$ cat src/rtl/mode_select_if.sv
// mode_select_if: groups the raw pushbuttons and the mux/dice drives of mode_select.
//   master: button source, observes the outputs (board / bench side)
//   slave : the controller, samples the buttons and drives sel, roll, mode_chg
interface mode_select_if;
  logic sel_btn;   // raw mode-select pushbutton, asynchronous, active-high
  logic roll_btn;  // raw roll pushbutton, asynchronous, active-high
  logic sel;       // mux select: 0 = dice throw, 1 = traffic lights
  logic roll;      // dice button drive, high while a roll is in progress
  logic mode_chg;  // one-cycle pulse on every change of sel

  modport master (
    output sel_btn,
    output roll_btn,
    input  sel,
    input  roll,
    input  mode_chg
  );

  modport slave (
    input  sel_btn,
    input  roll_btn,
    output sel,
    output roll,
    output mode_chg
  );
endinterface

$ cat src/rtl/mode_select.sv
// mode_select: debounced mode/roll front end for the dice-or-traffic-lights mux.
// Latency: raw button change to FSM outputs is DEBOUNCE+2 cycles; timeout reverts after TIMEOUT cycles.
// Backpressure: none; pushbuttons are sampled every cycle and every output is a plain register.
//
// Ports:
//   clk        system clock
//   rst        asynchronous, active-low reset
//   bus.slave  sel_btn/roll_btn in (raw, asynchronous); sel/roll/mode_chg out (registered)
module mode_select #(
  parameter int DEBOUNCE = 4,   // stable synchronised samples needed to accept a level (>= 1)
  parameter int TIMEOUT  = 64   // idle cycles in DICE before reverting to LIGHTS (0 = never)
) (
  input  logic   clk,
  input  logic   rst,
  mode_select_if.slave bus
);

  localparam int CW = $clog2(DEBOUNCE + 1);
  localparam int TW = (TIMEOUT > 0) ? $clog2(TIMEOUT + 1) : 1;

  localparam logic [CW-1:0] DB_LAST = CW'(DEBOUNCE - 1);
  localparam logic [TW-1:0] TO_MAX  = (TIMEOUT > 0) ? TW'(TIMEOUT)     : '0;
  localparam logic [TW-1:0] TO_LAST = (TIMEOUT > 0) ? TW'(TIMEOUT - 1) : '0;

  // Button index: bit 0 = select, bit 1 = roll.
  localparam int B_SEL  = 0;
  localparam int B_ROLL = 1;

  typedef enum logic [1:0] {
    LIGHTS  = 2'd0,
    DICE    = 2'd1,
    ROLLING = 2'd2
  } state_t;

  logic [1:0]         sync_1;
  logic [1:0]         sync_2;
  logic [1:0]         deb;
  logic [1:0]         press;
  logic [1:0][CW-1:0] deb_cnt;

  state_t             state;
  logic [TW-1:0]      idle_cnt;
  logic               sel_q;
  logic               roll_q;
  logic               mode_chg_q;
  logic               timeout_hit;

  // --------------------------------------------------------------------------
  // Synchronisers and debouncers, one lane per button.
  // A level is accepted on the DEBOUNCE-th consecutive cycle of disagreement
  // between the synchronised and debounced values; any agreement restarts the
  // count, so shorter pulses never get through. The press strobe is loaded on
  // the same edge the debounced level rises, so the FSM sees it one cycle later.
  // --------------------------------------------------------------------------
  always_ff @(posedge clk or negedge rst) begin
    if (!rst) begin
      sync_1  <= '0;
      sync_2  <= '0;
      deb     <= '0;
      press   <= '0;
      deb_cnt <= '0;
    end else begin
      sync_1 <= {bus.roll_btn, bus.sel_btn};
      sync_2 <= sync_1;
      for (int i = 0; i < 2; i++) begin
        press[i] <= 1'b0;
        if (sync_2[i] == deb[i]) begin
          deb_cnt[i] <= '0;
        end else if (deb_cnt[i] == DB_LAST) begin
          deb[i]     <= sync_2[i];
          deb_cnt[i] <= '0;
          press[i]   <= sync_2[i];
        end else begin
          deb_cnt[i] <= deb_cnt[i] + CW'(1);
        end
      end
    end
  end

  // The idle counter reads TIMEOUT-1 on the edge that is TIMEOUT cycles after
  // entering DICE, so leaving on that edge gives an exact TIMEOUT-cycle dwell.
  assign timeout_hit = (TIMEOUT != 0) && (idle_cnt == TO_LAST);

  // --------------------------------------------------------------------------
  // Mode FSM with registered outputs. Priority in DICE: select press, then
  // roll press, then timeout. A roll strobe arriving in LIGHTS (alone or with
  // a select press) is simply dropped; only a fresh press in DICE rolls.
  // --------------------------------------------------------------------------
  always_ff @(posedge clk or negedge rst) begin
    if (!rst) begin
      state      <= LIGHTS;
      idle_cnt   <= '0;
      sel_q      <= 1'b1;
      roll_q     <= 1'b0;
      mode_chg_q <= 1'b0;
    end else begin
      mode_chg_q <= 1'b0;
      case (state)
        LIGHTS: begin
          idle_cnt <= '0;
          if (press[B_SEL]) begin
            state      <= DICE;
            sel_q      <= 1'b0;
            roll_q     <= 1'b0;
            mode_chg_q <= 1'b1;
          end
        end

        DICE: begin
          if (press[B_SEL]) begin
            state      <= LIGHTS;
            idle_cnt   <= '0;
            sel_q      <= 1'b1;
            mode_chg_q <= 1'b1;
          end else if (press[B_ROLL]) begin
            state    <= ROLLING;
            idle_cnt <= '0;
            roll_q   <= 1'b1;
          end else if (timeout_hit) begin
            state      <= LIGHTS;
            idle_cnt   <= '0;
            sel_q      <= 1'b1;
            mode_chg_q <= 1'b1;
          end else if (idle_cnt != TO_MAX) begin
            idle_cnt <= idle_cnt + TW'(1);
          end
        end

        ROLLING: begin
          // Release is level-based: the roll lasts as long as the debounced
          // button is held. Entering DICE again restarts the idle count.
          idle_cnt <= '0;
          if (!deb[B_ROLL]) begin
            state  <= DICE;
            roll_q <= 1'b0;
          end
        end

        default: begin
          state      <= LIGHTS;
          idle_cnt   <= '0;
          sel_q      <= 1'b1;
          roll_q     <= 1'b0;
          mode_chg_q <= ~sel_q;
        end
      endcase
    end
  end

  assign bus.sel      = sel_q;
  assign bus.roll     = roll_q;
  assign bus.mode_chg = mode_chg_q;

endmodule

$ cat src/flat_wrapper.sv
// flat-port wrapper written by rule: the top's interface ports become plain ports
module mode_select_flat 
#(
  parameter int DEBOUNCE = 4,                                                                 
  parameter int TIMEOUT  = 64                                                                
)
  (clk, rst, bus_sel_btn, bus_roll_btn, bus_sel, bus_roll, bus_mode_chg);
  mode_select_if bus_i ();
  input  logic clk;
  input  logic rst;
  input wire logic [$bits(bus_i.sel_btn)-1:0] bus_sel_btn;
  input wire logic [$bits(bus_i.roll_btn)-1:0] bus_roll_btn;
  output wire logic [$bits(bus_i.sel)-1:0] bus_sel;
  output wire logic [$bits(bus_i.roll)-1:0] bus_roll;
  output wire logic [$bits(bus_i.mode_chg)-1:0] bus_mode_chg;
  assign bus_i.sel_btn = bus_sel_btn;
  assign bus_i.roll_btn = bus_roll_btn;
  assign bus_sel = bus_i.sel;
  assign bus_roll = bus_i.roll;
  assign bus_mode_chg = bus_i.mode_chg;
  mode_select #(.DEBOUNCE(DEBOUNCE), .TIMEOUT(TIMEOUT)) u_core (.clk(clk), .rst(rst), .bus(bus_i));
endmodule
$ cat config.mk
export PLATFORM = sky130hd
export DESIGN_NAME = mode_select_flat
export DESIGN_NICKNAME = d
export VERILOG_FILES = /design/src/rtl/mode_select_if.sv /design/src/rtl/mode_select.sv /design/src/flat_wrapper.sv
export SDC_FILE = /design/constraint.sdc
export NUM_CORES = 1
export LEC_CHECK = 0
export ABC_AREA = 1
export BUFFER_PORTS_ARGS = -buffer_cell sky130_fd_sc_hd__buf_4
export CAP_MARGIN = 30
export CELL_PAD_IN_SITES_DETAIL_PLACEMENT = 1
export CELL_PAD_IN_SITES_GLOBAL_PLACEMENT = 2
export CORE_UTILIZATION = 35
export CTS_BUF_LIST = sky130_fd_sc_hd__clkbuf_8
export DETAILED_ROUTE_END_ITERATION = 6
export HOLD_SLACK_MARGIN = 0.06
export PLACE_DENSITY = 0.75
export SETUP_SLACK_MARGIN = 0.1
export SLEW_MARGIN = 5
export SYNTH_ARGS = -nofsm -noshare
export SYNTH_HDL_FRONTEND = slang
export SYNTH_SLANG_ARGS = --single-unit
$ cat constraint.sdc
create_clock -name clk -period 1.1 [get_ports clk]
set_input_delay 0.11 -clock clk [delete_from_list [all_inputs] [get_ports clk]]
set_output_delay 0.11 -clock clk [all_outputs]
set_load 0.01 [all_outputs]
* After elaboration in Yosys (flattened, before gate mapping) *
Index checks and enable logic that the tools add are counted.

cells by class
  mux-type cells = 33
  bitwise gates (word level) = 4
  shift-type cells = 0
  $lt $le $gt $ge = 0
  equal/unequal tests = 16
  $add $sub $neg = 3
  divide/modulo/power cells = 0
  reductions and logical operators = 6
  multiply operators = 0

operators with widths
  operator                                       number
  2-to-1 mux 7 bit                               5
  2-to-1 mux 1 bit                               15
  2-to-1 mux 3 bit                               4
  2-to-1 mux 2 bit                               5
  case mux 1 bit (3 select lines)                3
  AND reduction 4 bit                            2
  adder 7 x 1 -> 7 bit, second input constant    1
  == test 7 x 6 -> 1 bit, second input constant  1
  != test 7 bit, second input constant           1
  adder 3 x 1 -> 3 bit, second input constant    2
  == test 3 x 2 -> 1 bit, second input constant  2
  case mux 2 bit (3 select lines)                1
  != test 5 x 1 -> 1 bit, second input constant  1
  != test 2 x 1 -> 1 bit, second input constant  2
  != test 2 bit, second input constant           2
  != test 4 x 1 -> 1 bit, second input constant  1
  NOT 1 bit                                      4
  AND reduction 2 bit                            2
  != test 3 x 1 -> 1 bit, second input constant  1
  != test 3 bit, second input constant           1
  AND reduction 3 bit                            1
  == test 1 bit                                  2
  == test 2 x 1 -> 1 bit, second input constant  1
  == test 2 bit, second input constant           1
  zero test 2 bit                                1

word-level totals
  bits of input ports = 4
  memory bits (writable) = 0
  word-level logic and storage cells = 74
  bits in registers = 26
  bits in read-only memories = 0
  memories = 0
  latch bits = 0
  output and inout bits = 3

* Logic depth before layout (Yosys ltp) *
Gate-level depths: netlist of the first run.

  word-level depth = 6
  depth in mapped cells = 7

* Least setup slack after synthesis of the first run *
No wires, ideal clock.

  path kind = register to register
  start = reg u_core.idle_cnt[0]
  end = reg u_core.idle_cnt[1]
  data required time = 0.984 ns
  setup time = 0.116 ns
  slack = -0.067 ns
  buffers on the path = 0
  data arrival time = 1.051 ns
  cell stages (with the launch flop) = 8
  cell sequence = dfrtp_1 inv_1 ha_1 nand2_1 nor2_1 nand3_1 nand2_1 nand2_1

on the way
  longest elaborated chain between the ends = 6
  elaborated cells between the ends (all ways) = 9
  those cells by class = 1 x add/sub; 3 x eq/ne; 5 x mux

RTL lines
  what                      RTL line            RTL
  start: declaration        mode_select.sv:42   logic [TW-1:0] idle_cnt;
  start signal: assignment  mode_select.sv:125  idle_cnt <= idle_cnt + TW'(1);
  adder 7 x 1 -> 7 bit      mode_select.sv:125
  2-to-1 mux 7 bit          mode_select.sv:124  end else if (idle_cnt != TO_MAX) begin
  2-to-1 mux 7 bit          mode_select.sv:119  end else if (timeout_hit) begin
  2-to-1 mux 7 bit          mode_select.sv:115  end else if (press[B_ROLL]) begin
  2-to-1 mux 7 bit          mode_select.sv:110  if (press[B_SEL]) begin
  2-to-1 mux 7 bit          mode_select.sv:98   case (state)

Parallel ways exist; a longest one is shown, timed or not. The select of a mux whose other input is x is not followed.
A chain may end at the register's enable or synchronous reset.

* Final worst setup path of the first run *
  start = reg u_core.idle_cnt[1]
  end = reg u_core.idle_cnt[1]

The elaborated chain is that of the path after synthesis.

==> flow_metrics.env, run 1 <==
export IMPL_status="finished, violations left"
export IMPL_violations="negative setup slack"
export IMPL_clk_insertion_delay_late_ns=0.28
export IMPL_fin_util_pct=58.35
export IMPL_crit_path_max_fanout=4
export IMPL_worst_ep_required_time_ns=1.28
export IMPL_fmaxAchievable_mhz=857.9
export IMPL_switching_share_pct=35.46
export IMPL_overflow=0
export IMPL_yosysWarnings=0
export IMPL_final_hold_viol_count=0
export IMPL_path_cells="ha_4, nand3_4, inv_2, nand2_4, nand3_2, nand2_1, nand2_1"
export IMPL_grt_setup_unrepaired="yes"
export IMPL_maxSlewViolCount=0
export IMPL_finish_net_count=178
export IMPL_firstDrtPassIters=4
export IMPL_slowest_stage="dfrtp_2"
export IMPL_crit_type="reg2reg"
export IMPL_yosysSeqAreaShare_pct=56.39
export IMPL_yosys_top_cells_count="dfrtp_1 (25), nand2_1 (21), inv_1 (18), nor2_1 (18)"
export IMPL_p_switching_w=0.001438
export IMPL_power_frac_comb_pct=44.6
export IMPL_cts_root_buf="clkbuf_8"
export IMPL_finalCritPeriodShare_pct=106.0
export IMPL_crit_top_cell="nand2_1"
export IMPL_grt_use_total_pct=18.03
export IMPL_async_reset_ff_share_pct=100.0
export IMPL_grt_max_degree=27
export IMPL_ys_flop_type="dfrtp_1"
export IMPL_ys_ff_latch=26
export IMPL_syn_avg_cell_area_um2=9.249
export IMPL_seq_area_um2=655.6
export IMPL_synth_area_mm2=0.001156
export IMPL_max_stage_delay_ns=0.45
export IMPL_portBuffers=6
export IMPL_place_congestion=0.7502
export IMPL_total_power_w=0.004055
export IMPL_yosys_cell_types_count=20
export IMPL_met1_length_um=1259
export IMPL_wl_met3_um=72
export IMPL_numCtsBuffers=3
export IMPL_dpl_hpwl_um=1832
export IMPL_dieArea_mm2=0.003537
export IMPL_cp_arrival_ns=1.34
export IMPL_wl_um=3033
export IMPL_n_fill_cell=361
export IMPL_cts_buffer_depth=2
export IMPL_fin_worst_skew_ns=0.006351
export IMPL_power_share_sequential_pct=35.6
export IMPL_power_internal_w=0.002617
export IMPL_vias_per_cell=4.746
export IMPL_syn2layout_area_growth_pct=56.60
export IMPL_drive_gt1_share_pct=54.44
export IMPL_num_vias=1011
export IMPL_path_clk_slew_ns=0.09
export IMPL_antenna_found_initial=0
export IMPL_drt_drc_violations_left=0
export IMPL_rows=20
export IMPL_regToRegSetupSlack_ns=-0.07
export IMPL_synth_cells=125
export IMPL_cap_viol_max_count=0
export IMPL_die_h_um=59.48
export IMPL_post_place_cells=189
export IMPL_synth_most_common_cell="dfrtp_1"
export IMPL_endpoint_kind="flip-flop"
export IMPL_slew_headroom_pct=77.42
export IMPL_pre_cts_ws_ns=-0.1105
export IMPL_fin_cells=213
export IMPL_multiInputGateArea_um2=630.6
export IMPL_path_buf_inv=1
export IMPL_worst_slew_pin_slew_ns=0.3387
export IMPL_path_delay_family="flip-flops"
export IMPL_htreeDepth=1
export IMPL_highest_layer="met4"
export IMPL_wl_per_cell_um=14.24
export IMPL_dieWidth_um=59.48
export IMPL_cts_tree="done"
export IMPL_netlist_top_cells_area="dfrtp_1 (54%), nand2_1 (6.8%), inv_1 (5.8%), nor2_1 (5.8%), ha_1 (4.3%)"
export IMPL_placed_area_mm2=0.001389
export IMPL_grt_pass1_wl_um=4588
export IMPL_powerDensity_mw_per_mm2=2240
export IMPL_synth_edf_count=0
export IMPL_synth_top_cell_by_area="dfrtp_1"
export IMPL_grt_pass1_vias=1057
export IMPL_start_util_pct=37.26
export IMPL_hold_path_class="in2async"
export IMPL_antenna_cells=0
export IMPL_clkPwrFrac_pct=19.7
export IMPL_detail_route_antenna_nets=0
export IMPL_met2_length_um=1663
export IMPL_p_leak_nw=0.8671
export IMPL_yosysTopAreaCellShare_pct=54.11
export IMPL_setup_viol=9
export IMPL_worst_setup_path_start_kind="flip-flop"
export IMPL_layout_setup_ws_ns=-0.06570
export IMPL_finalInstanceArea_mm2=0.001810
export IMPL_drt_iter0_drc=46
export IMPL_pin_count=7
export IMPL_fin_crit_ns=1.166
export IMPL_clkSinkCount=26
export IMPL_coreArea_mm2=0.003103
export IMPL_irDropWorstVdd_mv=1.017
export IMPL_synth_nets=133
area by class of cell:
type / count / share of cell area [%]
clock buffer: 3 / 2.281
clock inverter: 1 / 1.659
inverter: 20 / 4.147
multi-input combinational: 79 / 34.83
sequential: 26 / 36.21
tap: 44 / 3.041
timing repair buffer: 40 / 17.83
final timing paths:
path / start / to / cells after the start
worst max-delay path: u_core.idle_cnt[1]$_DFFE_PN0P_ / u_core.idle_cnt[1]$_DFFE_PN0P_ / 7
worst min-delay path: rst / u_core.idle_cnt[5]$_DFFE_PN0P_ / 2
worst max register to register: u_core.idle_cnt[1]$_DFFE_PN0P_ / u_core.idle_cnt[1]$_DFFE_PN0P_ / 7
worst min register to register: u_core.sync_1[1]$_DFF_PN0_ / u_core.sync_2[1]$_DFF_PN0_ / 0
max in group asynchronous: rst / u_core.bus.sel$_DFFE_PN1P_ / 2
min in group clk: u_core.sync_1[1]$_DFF_PN0_ / u_core.sync_2[1]$_DFF_PN0_ / 0
layout by cell type (no fill, tap or decap), types with 2 or more instances in the layout:
master,count
ha_4,3
nor2_2,4
nand2_4,4
dfrtp_1,22
nor2_1,13
nor3_2,4
inv_2,9
nand2_2,3
inv_1,11
a21oi_1,2
buf_6,4
xnor2_2,3
nand2_1,14
o21ai_2,4
nand3_4,3
nand3_1,5
clkbuf_8,3
o21ai_1,2
nor3_1,2
dfrtp_2,3
buf_4,33
dlygate4sd3_1,3
nor2_4,5
layer usage:
layer  global-route usage [%]  up-vias
met1                    19.86      505
met4                    6.803        0
met3                    4.148        4
met2                    33.23       17
li1                         -      485
met5                        0        -
worst register-to-register path, stage by stage, from the launching register on:
cell,delay [ns]
dfrtp_2,0.45
ha_4,0.18
nand3_4,0.11
inv_2,0.06
nand2_4,0.07
nand3_2,0.07
nand2_1,0.07
nand2_1,0.05
kinds of logic after synthesis:
group                    synth area share [%]
buffers and inverters                   6.493
AO/OA/AOI/OAI                           5.844
adder cells (fa/ha/maj)                 4.329
XOR/XNOR                                2.273
AND/OR/NAND/NOR                         24.68
flip-flops                              56.39
power by group through the flow:
stage	Sequential, W	Combinational [W]	Clock, W
3_5_place_dp	0.00140	0.00118	0
3_3_place_gp	0.00138	0.00112	0
4_1_cts	0.00141	0.00152	0.000833
5_1_grt	0.00147	0.00200	0.000872
2_1_floorplan	0.00138	0.000694	0
6_report	0.00145	0.00181	0.000799
stage by stage:
step	hold WS [ns]	setup TNS, ns
after global routing	0.2938	-0.8980
after global placement	0.03781	-0.1533
final	0.2671	-0.2856
after floorplan	-0.1856	-0.00004863
after CTS	0.2719	-0.3953
after detailed placement	0.03722	-0.4825
state kept, by name, indices dropped and copies added (netlist names):
register and count:
u_core.deb_cnt 6, u_core.sync_2 2, u_core.deb 2, u_core.state 2
u_core.bus.sel 1, u_core.bus.roll 1, u_core.idle_cnt 7, u_core.press 2
u_core.sync_1 2, u_core.bus.mode_chg 1
repair_timing:
action                     in CTS  in global routing
pin swaps                       6                 11
setup buffers                   8                 10
setup endpoints to repair      16                 21
hold buffers                    3                  0
hold endpoints to repair       28                  0
gates resized for setup        27                 26
(Power assumes the default switching activity.)
==> run 2, diff against run 1 <==
--- a/config.mk
+++ b/config.mk
@@ -5,16 +5,15 @@
 export SDC_FILE = /design/constraint.sdc
 export NUM_CORES = 1
 export LEC_CHECK = 0
-export ABC_AREA = 1
 export BUFFER_PORTS_ARGS = -buffer_cell sky130_fd_sc_hd__buf_4
 export CAP_MARGIN = 30
 export CELL_PAD_IN_SITES_DETAIL_PLACEMENT = 1
 export CELL_PAD_IN_SITES_GLOBAL_PLACEMENT = 2
-export CORE_UTILIZATION = 35
+export CORE_UTILIZATION = 38
 export CTS_BUF_LIST = sky130_fd_sc_hd__clkbuf_8
 export DETAILED_ROUTE_END_ITERATION = 6
 export HOLD_SLACK_MARGIN = 0.06
-export PLACE_DENSITY = 0.75
+export PLACE_DENSITY = 0.76
 export SETUP_SLACK_MARGIN = 0.1
 export SLEW_MARGIN = 5
 export SYNTH_ARGS = -nofsm -noshare
==> flow_metrics.env, run 2 <==
export IMPL_largest_reg_flops=7
export IMPL_met1_length_um=1322
export IMPL_endpoint_kind="flip-flop"
export IMPL_synth_area_mm2=0.001096
export IMPL_wl_um=3178
export IMPL_clk_insertion_delay_late_ns=0.28
export IMPL_final_hold_viol_count=0
export IMPL_status="finished, violations left"
export IMPL_rows=19
export IMPL_violations="negative setup slack"
export IMPL_setup_viol=12
export IMPL_synth_xor_area_share_pct=3.995
export IMPL_fin_tns_setup_ns=-2.281
export IMPL_pre_cts_ws_ns=-0.3765
export IMPL_irDropWorstVdd_mv=1.458
export IMPL_grt_setup_unrepaired="yes"
export IMPL_start_util_pct=40.09
export IMPL_cts_root_buf="clkbuf_8"
export IMPL_synth_compound_area_share_pct=8.676
export IMPL_yosysTopAreaCellShare_pct=57.08
export IMPL_coreArea_mm2=0.002734
export IMPL_worst_setup_path_start_kind="flip-flop"
export IMPL_die_h_um=55.71
export IMPL_worst_slew_pin_slew_ns=0.3312
export IMPL_top_regs="u_core.idle_cnt: 7 flops, u_core.deb_cnt: 6 flops"
export IMPL_highest_layer="met4"
export IMPL_fin_cells=175
export IMPL_met2_length_um=1767
export IMPL_layout_setup_ws_ns=-0.3756
export IMPL_synth_mux_area_share_pct=2.055
export IMPL_wl_per_cell_um=18.16
export IMPL_num_vias=915
export IMPL_synth_most_common_cell="dfrtp_1"
export IMPL_antenna_found_initial=0
export IMPL_crit_type="reg2reg"
export IMPL_synth_edf_count=0
export IMPL_synth_cells=93
export IMPL_grt_max_degree=27
export IMPL_synth_adder_area_share_pct=4.566
export IMPL_cap_viol_max_count=0
export IMPL_power_frac_comb_pct=39.9
export IMPL_drive_gt1_share_pct=59.03
export IMPL_power_internal_w=0.002446
export IMPL_fin_util_pct=66.54
export IMPL_slew_headroom_pct=77.92
export IMPL_crit_path_max_fanout=3
export IMPL_hold_slack_ns=0.2662
export IMPL_drt_iter0_drc=17
export IMPL_synth_top_cell_by_area="dfrtp_1"
export IMPL_path_clk_slew_ns=0.09
export IMPL_overflow=0
export IMPL_clkPwrFrac_pct=22.7
export IMPL_grt_pass1_vias=964
export IMPL_syn2layout_area_growth_pct=65.98
export IMPL_pin_count=7
export IMPL_async_reset_ff_share_pct=100.0
export IMPL_grt_use_total_pct=19.61
export IMPL_numCtsBuffers=3
export IMPL_synth_nets=101
export IMPL_layout_commonest_cell="buf_4"
export IMPL_fmaxAchievable_mhz=677.7
export IMPL_layout_common_cells="buf_4 (32), dfrtp_1 (23), buf_6 (12), o21ai_1 (6), a21oi_2 (4)"
export IMPL_fin_crit_ns=1.476
export IMPL_place_congestion=0.7513
export IMPL_grt_pass1_wl_um=4588
export IMPL_switching_share_pct=30.81
export IMPL_powerDensity_mw_per_mm2=1943
export IMPL_post_place_cells=153
export IMPL_antenna_cells=0
export IMPL_ys_ff_latch=26
export IMPL_netlist_top_cells_area="dfrtp_1 (57%), ha_1 (4.6%), nor2b_1 (3.4%), o21ai_0 (2.7%), dfstp_2 (2.4%)"
export IMPL_finish_net_count=153
export IMPL_yosys_cell_types_count=27
export IMPL_hold_path_class="in2async"
export IMPL_dpl_hpwl_um=1623
export IMPL_cp_arrival_ns=1.69
export IMPL_dieWidth_um=55.71
export IMPL_p_leak_nw=0.8334
export IMPL_cts_buffer_depth=2
export IMPL_top_register="u_core.idle_cnt"
export IMPL_syn_avg_cell_area_um2=11.79
export IMPL_finalCritPeriodShare_pct=134.1
export IMPL_synth_top_family_by_area="simple AND/OR/NAND/NOR gates"
export IMPL_wl_met3_um=40
export IMPL_p_switching_w=0.001089
export IMPL_vias_per_cell=5.229
export IMPL_drt_drc_violations_left=0
export IMPL_worst_ep_required_time_ns=1.31
export IMPL_yosys_top_cells_count="dfrtp_1 (25), nor2b_1 (6), o21ai_0 (6), a21oi_1 (5), nor3_1 (5)"
export IMPL_cts_tree="done"
export IMPL_ys_flop_type="dfrtp_1"
export IMPL_yosys_area_share_simple_pct=19.86
export IMPL_fin_worst_skew_ns=0.004955
export IMPL_power_share_sequential_pct=37.4
export IMPL_yosysWarnings=0
export IMPL_clkSinkCount=26
export IMPL_htreeDepth=1
export IMPL_firstDrtPassIters=4
export IMPL_detail_route_antenna_nets=0
export IMPL_portBuffers=6
export IMPL_dieArea_mm2=0.003103
export IMPL_yosysSeqAreaShare_pct=59.47
export IMPL_maxSlewViolCount=0
## run 2: cell count changes in the layout (fill, tap and decap cells not counted), moves of 4 or more
cell and delta:
nand2_1 -12, o21ai_2 -4, nand3_1 -4, nor2_1 -12
o21ai_1 +4, inv_2 -8, inv_1 -9, buf_6 +8
nor2_4 -5
## run 2: layout make-up
type | instances | area (um2)
Fill cell | 274 | 914.6
Clock buffer | 3 | 41.29
Timing Repair Buffer | 47 | 405.4
Multi-Input combinational cell | 63 | 631.9
Clock inverter | 1 | 30.03
Sequential cell | 26 | 654.4
Tap cell | 31 | 38.79
Inverter | 4 | 17.52
## run 2: per-layer routing
| metal | vias up | track usage, % |
|---|---|---|
| met5 | - | 0 |
| met4 | 0 | 7.500 |
| met3 | 5 | 3.023 |
| met2 | 9 | 34.42 |
| met1 | 471 | 24.23 |
| li1 | 430 | - |
## run 2: cell families after synthesis
group,after synthesis
xor gates and xnor gates,5
muxes,2
AOI/OAI and AO/OA,16
and+or+nand+nor,36
adders and majority gates,4
DFF,26
buffers and inverters,4
## run 2: final timing paths
check                                                 end                            from  cells past startpoint  slack, ns
setup / recovery           u_core.idle_cnt[1]$_DFFE_PN0P_  u_core.idle_cnt[2]$_DFFE_PN0P_                      3      -0.38
max in group asynchronous      u_core.bus.sel$_DFFE_PN1P_                             rst                      2       0.54
hold / removal                u_core.bus.roll$_DFFE_PN0P_                             rst                      2       0.27
min in group clk               u_core.sync_2[1]$_DFF_PN0_      u_core.sync_1[1]$_DFF_PN0_                      0       0.35
setup reg to reg           u_core.idle_cnt[1]$_DFFE_PN0P_  u_core.idle_cnt[2]$_DFFE_PN0P_                      3      -0.38
hold reg to reg                u_core.sync_2[1]$_DFF_PN0_      u_core.sync_1[1]$_DFF_PN0_                      0       0.35
## run 2: timing repair
item / CTS / global route
resized for setup: 28 / 27
hold endpoints to repair: 28 / 0
pin swaps: 10 / 10
hold buffers: 3 / 0
setup endpoints to repair: 14 / 24
setup buffers: 9 / 10
## run 2: stage by stage
step	power [W]	area [um2]
finish	0.003535	1819
global route	0.003724	1819
CTS	0.003175	1660
detailed placement	0.002144	1391
global placement	0.002097	1391
floorplan	0.001734	1135
## run 2: worst max-delay path, stage by stage, from the launching register on
cell and delay (ns):
dfrtp_1 0.39, or4_4 0.55, or3_4 0.35, a21oi_2 0.12
## run 2: power groups by stage
| stage | logic, W | clock network [W] | registers, W |
|---|---|---|---|
| 6_report | 0.00141 | 0.000804 | 0.00132 |
| 3_3_place_gp | 0.000817 | 0 | 0.00128 |
| 5_1_grt | 0.00153 | 0.000853 | 0.00135 |
| 3_5_place_dp | 0.000850 | 0 | 0.00129 |
| 4_1_cts | 0.00106 | 0.000819 | 0.00129 |
| 2_1_floorplan | 0.000445 | 0 | 0.00129 |
==> run 3, diff against run 2 <==
--- a/config.mk
+++ b/config.mk
@@ -7,14 +7,13 @@
 export LEC_CHECK = 0
 export BUFFER_PORTS_ARGS = -buffer_cell sky130_fd_sc_hd__buf_4
 export CAP_MARGIN = 30
-export CELL_PAD_IN_SITES_DETAIL_PLACEMENT = 1
-export CELL_PAD_IN_SITES_GLOBAL_PLACEMENT = 2
-export CORE_UTILIZATION = 38
+export CORE_UTILIZATION = 40
 export CTS_BUF_LIST = sky130_fd_sc_hd__clkbuf_8
 export DETAILED_ROUTE_END_ITERATION = 6
 export HOLD_SLACK_MARGIN = 0.06
-export PLACE_DENSITY = 0.76
+export PLACE_DENSITY = 0.55
 export SETUP_SLACK_MARGIN = 0.1
+export SKIP_CTS_REPAIR_TIMING = 1
 export SLEW_MARGIN = 5
 export SYNTH_ARGS = -nofsm -noshare
 export SYNTH_HDL_FRONTEND = slang
==> constraint.sdc (replaced) <==
create_clock -name clk -period 1.45 [get_ports clk]
set_input_delay 0.145 -clock clk [delete_from_list [all_inputs] [get_ports clk]]
set_output_delay 0.145 -clock clk [all_outputs]
set_load 0.01 [all_outputs]
==> flow_metrics.env, run 3 (same netlist as run 2, synthesis figures left out) <==
export IMPL_violations="negative setup slack"
export IMPL_drt_iter0_drc=7
export IMPL_layout_commonest_cell="dfrtp_1"
export IMPL_hold_path_class="in2async"
export IMPL_antenna_found_initial=0
export IMPL_ff2ff_path_depth=3
export IMPL_htreeDepth=1
export IMPL_p_leak_nw=0.6198
export IMPL_layout_setup_ws_ns=-0.02683
export IMPL_dieWidth_um=54.35
export IMPL_fin_tns_setup_ns=-0.02683
export IMPL_start_util_pct=43.45
export IMPL_path_clk_slew_ns=0.09
export IMPL_die_h_um=54.35
export IMPL_slew_headroom_pct=71.68
export IMPL_powerDensity_mw_per_mm2=1518
export IMPL_final_hold_viol_count=0
export IMPL_fin_worst_skew_ns=0.002283
export IMPL_overflow=0
export IMPL_largest_reg_flops=7
export IMPL_syn2layout_area_growth_pct=26.37
export IMPL_pre_cts_ws_ns=-0.02463
export IMPL_clkSinkCount=26
export IMPL_drive_gt1_share_pct=27.19
export IMPL_place_congestion=0.8171
export IMPL_dieArea_mm2=0.002953
export IMPL_cts_tree="done"
export IMPL_top_register="u_core.idle_cnt"
export IMPL_status="finished, violations left"
export IMPL_rows=18
export IMPL_dpl_hpwl_um=1222
export IMPL_cp_arrival_ns=1.68
export IMPL_layout_common_cells="dfrtp_1 (25), buf_4 (14), nor2b_1 (6), o21ai_0 (6)"
export IMPL_grt_pass1_vias=663
export IMPL_cap_viol_max_count=0
export IMPL_numCtsBuffers=3
export IMPL_worst_setup_path_start_kind="flip-flop"
export IMPL_top_regs="u_core.idle_cnt: 7 flops, u_core.deb_cnt: 6 flops"
export IMPL_wl_um=1821
export IMPL_crit_type="reg2reg"
export IMPL_maxSlewViolCount=0
export IMPL_fin_crit_ns=1.477
export IMPL_worst_slew_pin_slew_ns=0.4212
export IMPL_worst_ep_required_time_ns=1.66
export IMPL_endpoint_kind="flip-flop"
export IMPL_drt_drc_violations_left=0
export IMPL_cts_root_buf="clkbuf_8"
export IMPL_post_place_cells=137
export IMPL_fmaxAchievable_mhz=677.1
export IMPL_fin_cells=144
export IMPL_portBuffers=6
export IMPL_antenna_cells=0
export IMPL_finalCritPeriodShare_pct=101.9
export IMPL_firstDrtPassIters=4
export IMPL_pin_count=7
export IMPL_grt_setup_unrepaired="yes"
export IMPL_hold_slack_ns=0.3034
export IMPL_coreArea_mm2=0.002522
export IMPL_setup_viol=1
export IMPL_grt_use_total_pct=13.87
export IMPL_grt_pass1_wl_um=2815
export IMPL_cts_buffer_depth=2
export IMPL_grt_max_degree=27
export IMPL_irDropWorstVdd_mv=1.094
export IMPL_num_vias=728
export IMPL_crit_path_max_fanout=5
export IMPL_vias_per_cell=5.056
export IMPL_clk_insertion_delay_late_ns=0.27
export IMPL_finish_net_count=123
export IMPL_wl_per_cell_um=12.65
export IMPL_n_fill_cell=222
export IMPL_detail_route_antenna_nets=0
[run 3: cell count changes in the layout (fill, tap and decap cells not counted), moves of 6 or more]
cell     previous run  this run
o21ai_1             6         0
o21ai_0             0         6
buf_4              32        14
buf_6              12         0
[run 3: area by class of cell]
cell class / count / area, um2 / area share (%)
Inverter: 4 / 15.01 / 1.084
Clock inverter: 1 / 30.03 / 2.168
Sequential cell: 26 / 651.9 / 47.06
Clock buffer: 3 / 41.29 / 2.981
Timing Repair Buffer: 17 / 135.1 / 9.756
Tap cell: 30 / 37.54 / 2.710
Multi-Input combinational cell: 63 / 474.2 / 34.24
[run 3: path summary, 6_finish.rpt]
| path | start | endpoint | slack, ns |
|---|---|---|---|
| worst max-delay path | u_core.idle_cnt[4]$_DFFE_PN0P_ | u_core.idle_cnt[1]$_DFFE_PN0P_ | -0.03 |
| worst min-delay path | rst | u_core.idle_cnt[1]$_DFFE_PN0P_ | 0.30 |
| worst max register to register | u_core.idle_cnt[4]$_DFFE_PN0P_ | u_core.idle_cnt[1]$_DFFE_PN0P_ | -0.03 |
| worst min register to register | u_core.sync_1[0]$_DFF_PN0_ | u_core.sync_2[0]$_DFF_PN0_ | 0.37 |
| max in group asynchronous | rst | u_core.bus.sel$_DFFE_PN1P_ | 0.85 |
| min in group clk | u_core.sync_1[0]$_DFF_PN0_ | u_core.sync_2[0]$_DFF_PN0_ | 0.37 |
[run 3: power breakdown]
| group | total [W] | switching, W | internal (W) |
|---|---|---|---|
| logic | 0.000543 | 0.000258 | 0.000284 |
| registers | 0.000967 | 0.000105 | 0.000861 |
| clock network | 0.000593 | 0.000223 | 0.000369 |
| total | 0.00210 | 0.000587 | 0.00151 |
[run 3: per-stage QoR]
step                      power, W  area (um2)  util (%)
final                     0.002102        1385     54.91
after global routing      0.002237        1385     54.91
after CTS                 0.002080        1315     52.13
after detailed placement  0.001473        1244     49.31
after global placement    0.001455        1244     49.31
after floorplan           0.001277        1101         -
[run 3: worst max-delay path, stage by stage, from the launching register on]
cell and delay [ns]:
dfrtp_1 0.41, or4_4 0.54, or3_4 0.34, a21oi_2 0.12
[run 3: metal layers]
metal / global-route usage [%] / wire length [um] / vias to the layer above
met5: 0 / 0 / -
met4: 5.128 / 10 / 0
met3: 5.000 / 62 / 2
met2: 21.54 / 846 / 10
met1: 17.64 / 901 / 345
li1: - / - / 371
